File: config.mk
export PLATFORM = sky130hd
export DESIGN_NAME = d1_wb_buffer
export DESIGN_NICKNAME = d
export VERILOG_FILES = /design/src/rtl/memory_pkg.sv /design/src/rtl/d1_wbb_fwd_lookup.sv /design/src/rtl/d1_wb_buffer.sv
export SDC_FILE = /design/constraint.sdc
export NUM_CORES = 2
export LEC_CHECK = 0
export CAP_MARGIN = 20
export CORE_AREA = 2 2 673 675
export DETAILED_ROUTE_END_ITERATION = 6
export DIE_AREA = 0 0 675 677
export PLACE_DENSITY_LB_ADDON = 0.1
export RECOVER_POWER = 100
export SETUP_SLACK_MARGIN = 0.02
export SLEW_MARGIN = 5
export SYNTH_ARGS = -nofsm -noshare
export SYNTH_HDL_FRONTEND = slang
export SYNTH_HIERARCHICAL = 1
export SYNTH_SLANG_ARGS = --single-unit
File: constraint.sdc
create_clock -name clk_i -period 194 [get_ports clk_i]
set_input_delay 38.8 -clock clk_i [delete_from_list [all_inputs] [get_ports clk_i]]
set_output_delay 38.8 -clock clk_i [all_outputs]
set_load 0.01 [all_outputs]
File: src/rtl/memory_pkg.sv
// memory_pkg: shared L1 D-cache types for the d1 write-back buffer
// Provides WBB depth/width constants, the free-entry count type, entry state enum and entry record.
package memory_pkg;
  localparam int WBB_N_ENTRIES = 4;
  localparam int WBB_LINE_ADDR_W = 58;
  localparam int WBB_LINE_W = 512;
  typedef logic [$clog2(WBB_N_ENTRIES+1)-1:0] wbb_free_entries_t;
  typedef enum logic [1:0] {WBB_FREE, WBB_VALID, WBB_SENT} wbb_entry_state_e;
  typedef struct packed {
    wbb_entry_state_e state;
    logic [WBB_LINE_ADDR_W-1:0] addr;
    logic [WBB_LINE_W-1:0] line;
  } wbb_entry_t;
endpackage

File: src/rtl/d1_wbb_fwd_lookup.sv
// d1_wbb_fwd_lookup: N-way address compare, youngest match relative to tail wins
// Ports: en_i (entry occupied mask), addr_i (entry addresses), lookup_addr_i, tail_i (next alloc slot),
//        hit_o (any enabled match), idx_o (index of the youngest matching entry).
module d1_wbb_fwd_lookup #(
  parameter int N = 4,
  parameter int AW = 58,
  parameter int PW = $clog2(N)
) (
  input  logic [N-1:0]  en_i,
  input  logic [AW-1:0] addr_i [N],
  input  logic [AW-1:0] lookup_addr_i,
  input  logic [PW-1:0] tail_i,
  output logic          hit_o,
  output logic [PW-1:0] idx_o
);
  logic [PW-1:0] idx;
  // Walk from oldest (tail-N) to youngest (tail-1); the last match seen is the youngest.
  always_comb begin
    hit_o = 1'b0;
    idx_o = '0;
    idx = '0;
    for (int k = N; k >= 1; k--) begin
      idx = tail_i - PW'(k);
      if (en_i[idx] && addr_i[idx] == lookup_addr_i) begin
        hit_o = 1'b1;
        idx_o = idx;
      end
    end
  end
endmodule

File: src/rtl/d1_wb_buffer.sv
// d1_wb_buffer: L1 D-cache write-back buffer holding dirty evictions until L2 acks the write
// Ports: clk_i/rst_ni (async active-low); evict_* push interface; d0_lookup_* / wbb_d0_fwd_o / d0_fwd_line_o
//        forwarding; wbb_l2c_req_* oldest unsent request, wbb_l2c_transaction_ok_i accept, l2c_wbb_wr_ack_i
//        in-order write ack; wbb_free_entries_o, wbb_empty_o occupancy status.
// Option: define D1_WBB_COALESCE_EN to merge a push into a matching not-yet-sent entry.
module d1_wb_buffer import memory_pkg::*; #(
  parameter int N_ENTRIES = WBB_N_ENTRIES,
  parameter int LINE_ADDR_W = WBB_LINE_ADDR_W,
  parameter int LINE_W = WBB_LINE_W
) (
  input  logic                   clk_i,
  input  logic                   rst_ni,
  input  logic                   evict_valid_i,
  input  logic [LINE_ADDR_W-1:0] evict_addr_i,
  input  logic [LINE_W-1:0]      evict_line_i,
  output logic                   evict_rdy_o,
  input  logic                   d0_lookup_valid_i,
  input  logic [LINE_ADDR_W-1:0] d0_lookup_addr_i,
  output logic                   wbb_d0_fwd_o,
  output logic [LINE_W-1:0]      d0_fwd_line_o,
  output logic                   wbb_l2c_req_valid_o,
  output logic [LINE_ADDR_W-1:0] wbb_l2c_req_addr_o,
  output logic [LINE_W-1:0]      wbb_l2c_req_line_o,
  input  logic                   wbb_l2c_transaction_ok_i,
  input  logic                   l2c_wbb_wr_ack_i,
  output wbb_free_entries_t      wbb_free_entries_o,
  output logic                   wbb_empty_o
);
  localparam int PW = $clog2(N_ENTRIES);
  localparam int CW = $clog2(N_ENTRIES+1);
  logic [PW-1:0] tail_q, tail_d, send_q, send_d, ack_q, ack_d;
  logic [CW-1:0] occ_q, occ_d, unsent_q, unsent_d;
  wbb_entry_state_e state_q [N_ENTRIES];
  wbb_entry_state_e state_d [N_ENTRIES];
  logic [LINE_ADDR_W-1:0] addr_q [N_ENTRIES];
  logic [LINE_W-1:0] line_q [N_ENTRIES];
  logic [N_ENTRIES-1:0] busy;
  logic full, push, alloc, tx, ack, coal_hit, fwd_hit;
  logic [PW-1:0] coal_idx, wr_idx, fwd_idx;
  assign full = occ_q == CW'(N_ENTRIES);
  assign tx = wbb_l2c_transaction_ok_i && unsent_q != '0;
  // A sent entry exists exactly when occupancy exceeds the unsent count.
  assign ack = l2c_wbb_wr_ack_i && occ_q != unsent_q;
`ifdef D1_WBB_COALESCE_EN
  // The entry leaving for L2 this cycle is excluded so the new data is not lost behind the old write.
  always_comb begin
    coal_hit = 1'b0;
    coal_idx = '0;
    for (int i = 0; i < N_ENTRIES; i++)
      if (state_q[i] == WBB_VALID && addr_q[i] == evict_addr_i && !(tx && send_q == PW'(i))) begin
        coal_hit = 1'b1;
        coal_idx = PW'(i);
      end
  end
  assign evict_rdy_o = !full || coal_hit;
`else
  assign coal_hit = 1'b0;
  assign coal_idx = '0;
  assign evict_rdy_o = !full;
`endif
  assign push = evict_valid_i && evict_rdy_o;
  assign alloc = push && !coal_hit;
  assign wr_idx = coal_hit ? coal_idx : tail_q;
  always_comb begin
    state_d = state_q;
    if (alloc) state_d[tail_q] = WBB_VALID;
    if (tx) state_d[send_q] = WBB_SENT;
    if (ack) state_d[ack_q] = WBB_FREE;
    tail_d = tail_q + PW'(alloc);
    send_d = send_q + PW'(tx);
    ack_d = ack_q + PW'(ack);
    occ_d = occ_q + CW'(alloc) - CW'(ack);
    unsent_d = unsent_q + CW'(alloc) - CW'(tx);
  end
  always_ff @(posedge clk_i or negedge rst_ni) begin
    if (!rst_ni) begin
      state_q <= '{default: WBB_FREE};
      tail_q <= '0;
      send_q <= '0;
      ack_q <= '0;
      occ_q <= '0;
      unsent_q <= '0;
    end else begin
      state_q <= state_d;
      tail_q <= tail_d;
      send_q <= send_d;
      ack_q <= ack_d;
      occ_q <= occ_d;
      unsent_q <= unsent_d;
    end
  end
  always_ff @(posedge clk_i) begin
    if (push) begin
      addr_q[wr_idx] <= evict_addr_i;
      line_q[wr_idx] <= evict_line_i;
    end
  end
  always_comb begin
    busy = '0;
    for (int i = 0; i < N_ENTRIES; i++) busy[i] = state_q[i] != WBB_FREE;
  end
  d1_wbb_fwd_lookup #(.N(N_ENTRIES), .AW(LINE_ADDR_W), .PW(PW)) u_lookup (
    .en_i(busy),
    .addr_i(addr_q),
    .lookup_addr_i(d0_lookup_addr_i),
    .tail_i(tail_q),
    .hit_o(fwd_hit),
    .idx_o(fwd_idx)
  );
  assign wbb_d0_fwd_o = d0_lookup_valid_i && fwd_hit;
  assign d0_fwd_line_o = line_q[fwd_idx];
  assign wbb_l2c_req_valid_o = unsent_q != '0;
  assign wbb_l2c_req_addr_o = addr_q[send_q];
  assign wbb_l2c_req_line_o = line_q[send_q];
  assign wbb_free_entries_o = wbb_free_entries_t'(CW'(N_ENTRIES) - occ_q);
  assign wbb_empty_o = occ_q == '0;
  always @(posedge clk_i) begin
    if (rst_ni) begin
      assert (!(wbb_l2c_transaction_ok_i && unsent_q == '0));
      assert (!(l2c_wbb_wr_ack_i && occ_q == unsent_q));
    end
  end
endmodule

* After elaboration in Yosys (flattened, before gate mapping)
Memory sizes are Yosys's and may differ from the RTL's.
Index checks and enable logic that the tools add are counted.
** Operators by class
- Add/sub/neg operators :: 11
- Order comparisons :: 13
- Equal/unequal tests :: 6
- Multiplexer cells :: 45
- Bitwise logic cells :: 14
- Reductions and logical operators :: 18
** Operators by type and width (count)
- $mux 58 :: 11
- $bmux 58 s2 :: 5
- $bwmux 232 :: 1
- $eq 58x58->1 :: 4
- $demux 58 s2 :: 1
- $mux 8 :: 3
- $ge 3x3->1 const B :: 6
- $not 2->3 :: 6
- $mux 2 :: 7
- $demux 2 s2 :: 3
- $lt 2x3->1 const B :: 4
- $logic_and 1x1->1 :: 11
- $mux 1 :: 10
- $lt 3x1->1 const B :: 3
- $and 4x4->4 :: 2
- $and 8x8->8 :: 1
- $bmux 1 s2 :: 4
- $not 4->4 :: 2
- $not 8->8 :: 1
- $or 4x4->4 :: 2
- $reduce_bool 2->1 :: 4
- $add 2x1->2 :: 3
- $add 3x1->3 :: 2
- $sub 3x1->3 :: 2
- other kinds (8) :: 9
** Storage, ports and cells
- Register bits after elaboration :: 252
- Memory bits (writable) :: 2048
- Input port bits :: 634
- Output and inout bits :: 1089
- Word-level logic and storage cells :: 121
- Memories kept :: 1
** Memory list
- line_q :: depth 4, bits a word 512, rd ports 2, clocked after memory_dff 0, write ports 1, line d1_wb_buffer.sv:36 : logic [LINE_W-1:0] line_q [N_ENTRIES];

* Logic depth before layout (Yosys ltp)
- Depth in word-level cells :: 12
- Depth in mapped cells :: 20
- Depth with buffers taken out :: 12

* By module
The synthesis kept the hierarchy.
** Modules (own cells, without submodules)
- d1_wb_buffer :: times used 1, cells an instance 3699, area an instance 96326.1 um2
- d1_wbb_fwd_lookup :: times used 1, cells an instance 979, area an instance 8823.5 um2

* Worst setup path after synthesis
No wires, ideal clock.
- Path type :: input port to flip-flop
- From :: in evict_valid_i
- To :: reg addr_q[174] (netlist bit) (enable)
- Library setup time :: 3.100 ns
- Data arrival time :: 95.719 ns
- Data required time :: 190.900 ns
- Setup slack :: 95.181 ns
- Cell stages on the path :: 1
- Path buffers :: 0
- Cell sequence :: nor4b_1
** Between the ends
- Word-level cells in the longest chain between the ends :: 1
** Ends and longest elaborated chain
- start, declared :: line d1_wb_buffer.sv:13 : input logic evict_valid_i,
- $logic_and 1x1->1 :: line d1_wb_buffer.sv:61 : assign push = evict_valid_i && evict_rdy_o;
- end signal, assigned by index :: line d1_wb_buffer.sv:94 : addr_q[wr_idx] <= evict_addr_i;
- end, declared :: line d1_wb_buffer.sv:35 : logic [LINE_ADDR_W-1:0] addr_q [N_ENTRIES];
Every way passes these cells.
A chain may end at the register's enable or synchronous reset.

* Worst setup path in the final report
- From :: in d0_lookup_addr_i[1]
- To :: out d0_fwd_line_o[409]
** Between the ends
- Word-level cells in the longest chain between the ends :: 7
** Ends and longest elaborated chain
- start, declared :: line d1_wb_buffer.sv:18 : input logic [LINE_ADDR_W-1:0] d0_lookup_addr_i,
- $eq 58x58->1 :: line d1_wbb_fwd_lookup.sv:24 : if (en_i[idx] && addr_i[idx] == lookup_addr_i) begin
- $logic_and 1x1->1 :: line d1_wbb_fwd_lookup.sv:24
- $mux 2 (3 in series) :: line d1_wbb_fwd_lookup.sv:24
- $mux 2 (*) :: line d1_wbb_fwd_lookup.sv:24
- net fwd_idx[0] :: line d1_wb_buffer.sv:39 : logic [PW-1:0] coal_idx, wr_idx, fwd_idx;
- $mem_v2 4x512 (*)
- end, declared :: line d1_wb_buffer.sv:20 : output logic [LINE_W-1:0] d0_fwd_line_o,
Mark *: on every way through the listed nets, which the timed path passes. The rest lies on a longest branch.

==> results_tabular.tex <==
\begin{tabular}{lr}
\hline
Metric & Value \\
\hline
\multicolumn{2}{l}{\textbf{Place}} \\
\quad Final RePlAce weighted congestion & around 0.9 \\
\quad HPWL after detailed placement & around 340000 um \\
\quad Port-buffer cells & around 1.7k \\
\multicolumn{2}{l}{\textbf{Drt}} \\
\quad Final routed wire length divided by cell count & about 37 um \\
\quad Detailed-route vias per instance & between 4 and 5 \\
\quad DRC violations left & 0 \\
\quad First drt pass iteration count & 6 \\
\quad Final Routed Wirelength & around 470000 um \\
\quad Remaining antenna violation count after routing & 0 \\
\quad Via count of the routed design & between 60k and 70k \\
\quad Number of violations reported at the end of detailed-routing iteration 0 & just under 5k \\
\multicolumn{2}{l}{\textbf{Critical path}} \\
\quad Slack of the worst reg-to-reg path & $\sim$180000 ps \\
\quad Ordered cell list for the critical path & dlygate4sd3\_1, inv\_1, a222oi\_1, nand4b\_1, a2111oi\_0, o2111ai\_1, nor3\_1, o22ai\_1, a21oi\_4, clkbuf\_1, clkbuf\_1, clkbuf\_1, clkbuf\_1, mux4\_2, dlygate4sd3\_1 \\
\quad Standard cell with the maximum stage delay on the critical path & sky130\_fd\_sc\_hd\_\_clkbuf\_1 \\
\quad CP Capture Type & primary output \\
\quad Maximum fanout encountered on the critical timing path & between 80 and 90 \\
\quad Crit-path leading delay family & buffers and inverters \\
\quad Worst R2R End & line\_q[0][359]\$\_DFFE\_PP\_ \\
\quad Number of buffers and inverters on the critical path & 7 \\
\quad Data arrival time of the critical path & 64690 ps \\
\quad Worst reg2reg path startpoint & occ\_q[1]\$\_DFF\_PN0\_ \\
\quad Worst Path Class, Setup & in2out \\
\quad Most repeated library cell on the critical path & sky130\_fd\_sc\_hd\_\_clkbuf\_1 \\
\quad Biggest cell delay along the critical path & 6630 ps \\
\quad Worst-case reg-to-reg path depth & 9 \\
\quad Critical path launch point type & input port \\
\quad First element of the critical path & d0\_lookup\_addr\_i[1] \\
\quad Crit path required time & around 160000 ps \\
\multicolumn{2}{l}{\textbf{Yosys}} \\
\quad Number of distinct library cells after synthesis & between 70 and 80 \\
\quad Cell type with the largest total area after synthesis & sky130\_fd\_sc\_hd\_\_edfxtp\_1 \\
\quad Number of synthesized register bits & around 2.3k \\
\quad Post-synthesis cell area & around 0.11 mm2 \\
\quad Number of instances in the synthesized netlist & roughly 4.7k \\
\quad Ys async rst share & 0.00870 \\
\quad Flip-flop cell with the highest count after synthesis & sky130\_fd\_sc\_hd\_\_edfxtp\_1 \\
\quad Net Count, Synth & roughly 5.3k \\
\quad Synthesized area divided by synthesized cell count & roughly 22 um2 \\
\quad Portion of synthesized cell area occupied by the leading cell type & 0.651 \\
\quad EDFF count, synth & about 2.3k \\
\quad Top post-synthesis cells by area & sky130\_fd\_sc\_hd\_\_edfxtp\_1, sky130\_fd\_sc\_hd\_\_mux4\_2, sky130\_fd\_sc\_hd\_\_mux4\_1, sky130\_fd\_sc\_hd\_\_mux2i\_1, sky130\_fd\_sc\_hd\_\_buf\_6 \\
\quad Sequential share of the synthesized area & 0.656 \\
\quad Syn. warnings & 6 \\
\multicolumn{2}{l}{\textbf{Clocking}} \\
\quad Clock-pin slew on the worst setup and hold paths & around 60 ps \\
\quad \# hold bufs at CTS & 0 \\
\quad Clock tree root driver cell & sky130\_fd\_sc\_hd\_\_clkbuf\_16 \\
\quad CTS buffer count & a little under 300 \\
\quad Post-cts gate resize count & 0 \\
\quad Clock latency reported for the late side of the worst-skew pair & 890 ps \\
\quad H-tree level count & 5 \\
\quad Setup bufs post-CTS & 0 \\
\quad Clock Sinks & 2300 \\
\quad CTS tree & done \\
\quad CTS Buffer Depth & 4 \\
\multicolumn{2}{l}{\textbf{Finish}} \\
\quad Highest-count cells in the layout ignoring fill and taps & sky130\_fd\_sc\_hd\_\_edfxtp\_1, sky130\_fd\_sc\_hd\_\_dlygate4sd3\_1, sky130\_fd\_sc\_hd\_\_mux4\_2 \\
\quad Fillcell total & 43.9k \\
\quad Layout cells sized above 1 & 0.222 \\
\quad Most frequent standard cell in the layout excluding fill and tap cells & sky130\_fd\_sc\_hd\_\_edfxtp\_1 \\
\quad Growth of design area from synthesis to finish & 30.4\% \\
\quad Number of nets in the layout & about 7k \\
\quad Core Util, Final & 0.304 \\
\multicolumn{2}{l}{\textbf{GRT}} \\
\quad Global-route wire length before repair & about 610000 um \\
\quad Total gr overflow & 0 \\
\quad Overall fraction of global-route tracks in use & 0.199 \\
\quad Number of antenna violations at the first check in global routing & around 350 \\
\quad Maximum number of pins on one net before global-route repair & $\sim$120 \\
\quad Vias in the first global route & 63.4k \\
\multicolumn{2}{l}{\textbf{STA}} \\
\quad Final total negative setup slack & 0 ps \\
\quad Final Max Tran Viols & about 3.7k \\
\quad Period minus WS final & between 100000 and 150000 ps \\
\quad Unrepaired setup endpoints after global routing & false \\
\quad Final Hold Violating Endpoints & 0 \\
\quad Normalized max-slew margin & -5.66 \\
\quad Final-layout worst hold slack & between 500 and 600 ps \\
\quad Clk\_skew & roughly 42 ps \\
\quad Period Utilization, post-route & 0.533 \\
\quad Number of setup violations in the final report & 0 \\
\quad Fmax & 9.66 MHz \\
\quad Transition time at the pin with the least slew margin & between 9000 and 10000 ps \\
\multicolumn{2}{l}{\textbf{Floorplan}} \\
\quad X dimension of the die & approximately 680 um \\
\quad Initial cell density of the core & 0.233 \\
\quad Top-level port count & 1723 \\
\quad Number of standard-cell rows in the floorplan & around 250 \\
\quad Die ar. & $\sim$0.46 mm2 \\
\quad Core region area & $\sim$0.45 mm2 \\
\quad Vertical die dimension & about 680 um \\
\multicolumn{2}{l}{\textbf{Worst hold path}} \\
\quad Hold\_sp & state\_q[1]\$\_DFF\_PN0\_ \\
\quad Worst Hold Path Cells & 2 \\
\quad Kind of path behind the tightest hold check & reg2reg \\
\quad Sink of the worst hold path & state\_q[1]\$\_DFF\_PN0\_ \\
\multicolumn{2}{l}{\textbf{Pwr}} \\
\quad Overall power after layout & 2340 uW \\
\quad P\_leak & between 0.04 and 0.05 uW \\
\quad Areal power density over the cells & between 15 and 20 mW/mm2 \\
\quad Peak supply drop & approximately 0.000011 V \\
\multicolumn{2}{l}{\textbf{Outcome}} \\
\quad Violated checks & max-capacitance violations, max-slew violations \\
\quad Outcome & finished, violations left \\
\multicolumn{2}{l}{\textbf{Run}} \\
\quad Number of max-capacitance violations reported & between 80 and 90 \\
\hline
\end{tabular}
how the worst max path moves through the flow:
stage	cells past startpoint	slack [ps]	to
final	15	90510	d0_fwd_line_o[409]
after global routing	15	86960	d0_fwd_line_o[267]
after CTS	16	107660	d0_fwd_line_o[342]
after detailed placement	16	107670	d0_fwd_line_o[342]
after global placement	17	107330	d0_fwd_line_o[335]
after floorplan	1	95180	addr_q[174]$_DFFE_PP_
power by group:
group	internal [uW]	switching (uW)	leakage, uW	total, uW
Clock	298	219	0.00435	517
Combinational	474	627	0.0177	1100
Sequential	672	45.7	0.0211	718
per-layer routing:
metal / vias up / GRT usage / routed length [um]
met5: - / 0 / 692
met4: 110 / 0.0610 / 18000
met3: 914 / 0.0610 / 38200
met2: 2493 / 0.355 / 241000
met1: 33169 / 0.226 / 171000
li1: 24586 / - / -
kinds of logic after synthesis:
group | share of synthesized area
multiplexers | 0.276
buffers and inverters | 0.0258
XOR/XNOR | 0.0142
AO/OA/AOI/OAI | 0.0168
adder cells (fa/ha/maj) | 0.00157
flip-flops | 0.656
AND/OR/NAND/NOR | 0.00958
per-stage QoR:
stage | instance area (um2) | std cells | worst slack [ps]
6_report | 137000 | 12785 | 90510
2_1_floorplan | 105000 | 4678 | 95180
4_1_cts | 137000 | 12657 | 107660
5_1_grt | 137000 | 12737 | 86960
3_5_place_dp | 128000 | 12150 | 107670
3_3_place_gp | 128000 | 12149 | 107330
worst min-delay path, stage by stage (launching register included):
cell	delay, ps
sky130_fd_sc_hd__dfrtp_1	370
sky130_fd_sc_hd__nand2b_1	70
sky130_fd_sc_hd__a32oi_1	60
cell type report:
class	count	area (um2)	area share
clock buffers	363	7680	0.0560
clock inverters	144	1220	0.00893
multi-input cells	1996	33500	0.244
repair buffers	1840	17900	0.130
diodes	127	318	0.00232
well taps	5976	7480	0.0545
flip-flops and latches	2300	69000	0.503
inverters	39	146	0.00107
state kept, by name, summed over array words and instances, names as in the netlist:
name and cells:
send_q 2, occ_q 3, line_q 2048, unsent_q 3, addr_q 232, state_q 8
tail_q 2, ack_q 2
synth_stat cells, types with 9 or more instances:
master / instances
sky130_fd_sc_hd__a211oi_1: 18
sky130_fd_sc_hd__a21oi_1: 28
sky130_fd_sc_hd__a221oi_1: 10
sky130_fd_sc_hd__a22oi_1: 11
sky130_fd_sc_hd__a2bb2oi_1: 11
sky130_fd_sc_hd__buf_2: 123
sky130_fd_sc_hd__buf_4: 28
sky130_fd_sc_hd__buf_6: 125
sky130_fd_sc_hd__clkbuf_1: 54
sky130_fd_sc_hd__dfrtp_1: 20
sky130_fd_sc_hd__edfxtp_1: 2280
sky130_fd_sc_hd__ha_1: 10
sky130_fd_sc_hd__inv_1: 38
sky130_fd_sc_hd__mux2_2: 17
sky130_fd_sc_hd__mux2i_1: 217
sky130_fd_sc_hd__mux4_1: 124
sky130_fd_sc_hd__mux4_2: 1040
sky130_fd_sc_hd__nand2_1: 43
sky130_fd_sc_hd__nand3_1: 9
sky130_fd_sc_hd__nand4_1: 32
sky130_fd_sc_hd__nor2_1: 31
sky130_fd_sc_hd__nor2b_1: 14
sky130_fd_sc_hd__nor4_1: 13
sky130_fd_sc_hd__o2111ai_1: 11
sky130_fd_sc_hd__o211ai_1: 13
sky130_fd_sc_hd__o21ai_0: 20
sky130_fd_sc_hd__o221ai_1: 12
sky130_fd_sc_hd__o22ai_1: 30
sky130_fd_sc_hd__o2bb2ai_1: 12
sky130_fd_sc_hd__xnor2_1: 119
sky130_fd_sc_hd__xor2_1: 51
No activity file was read; power rests on OpenSTA's default activity.
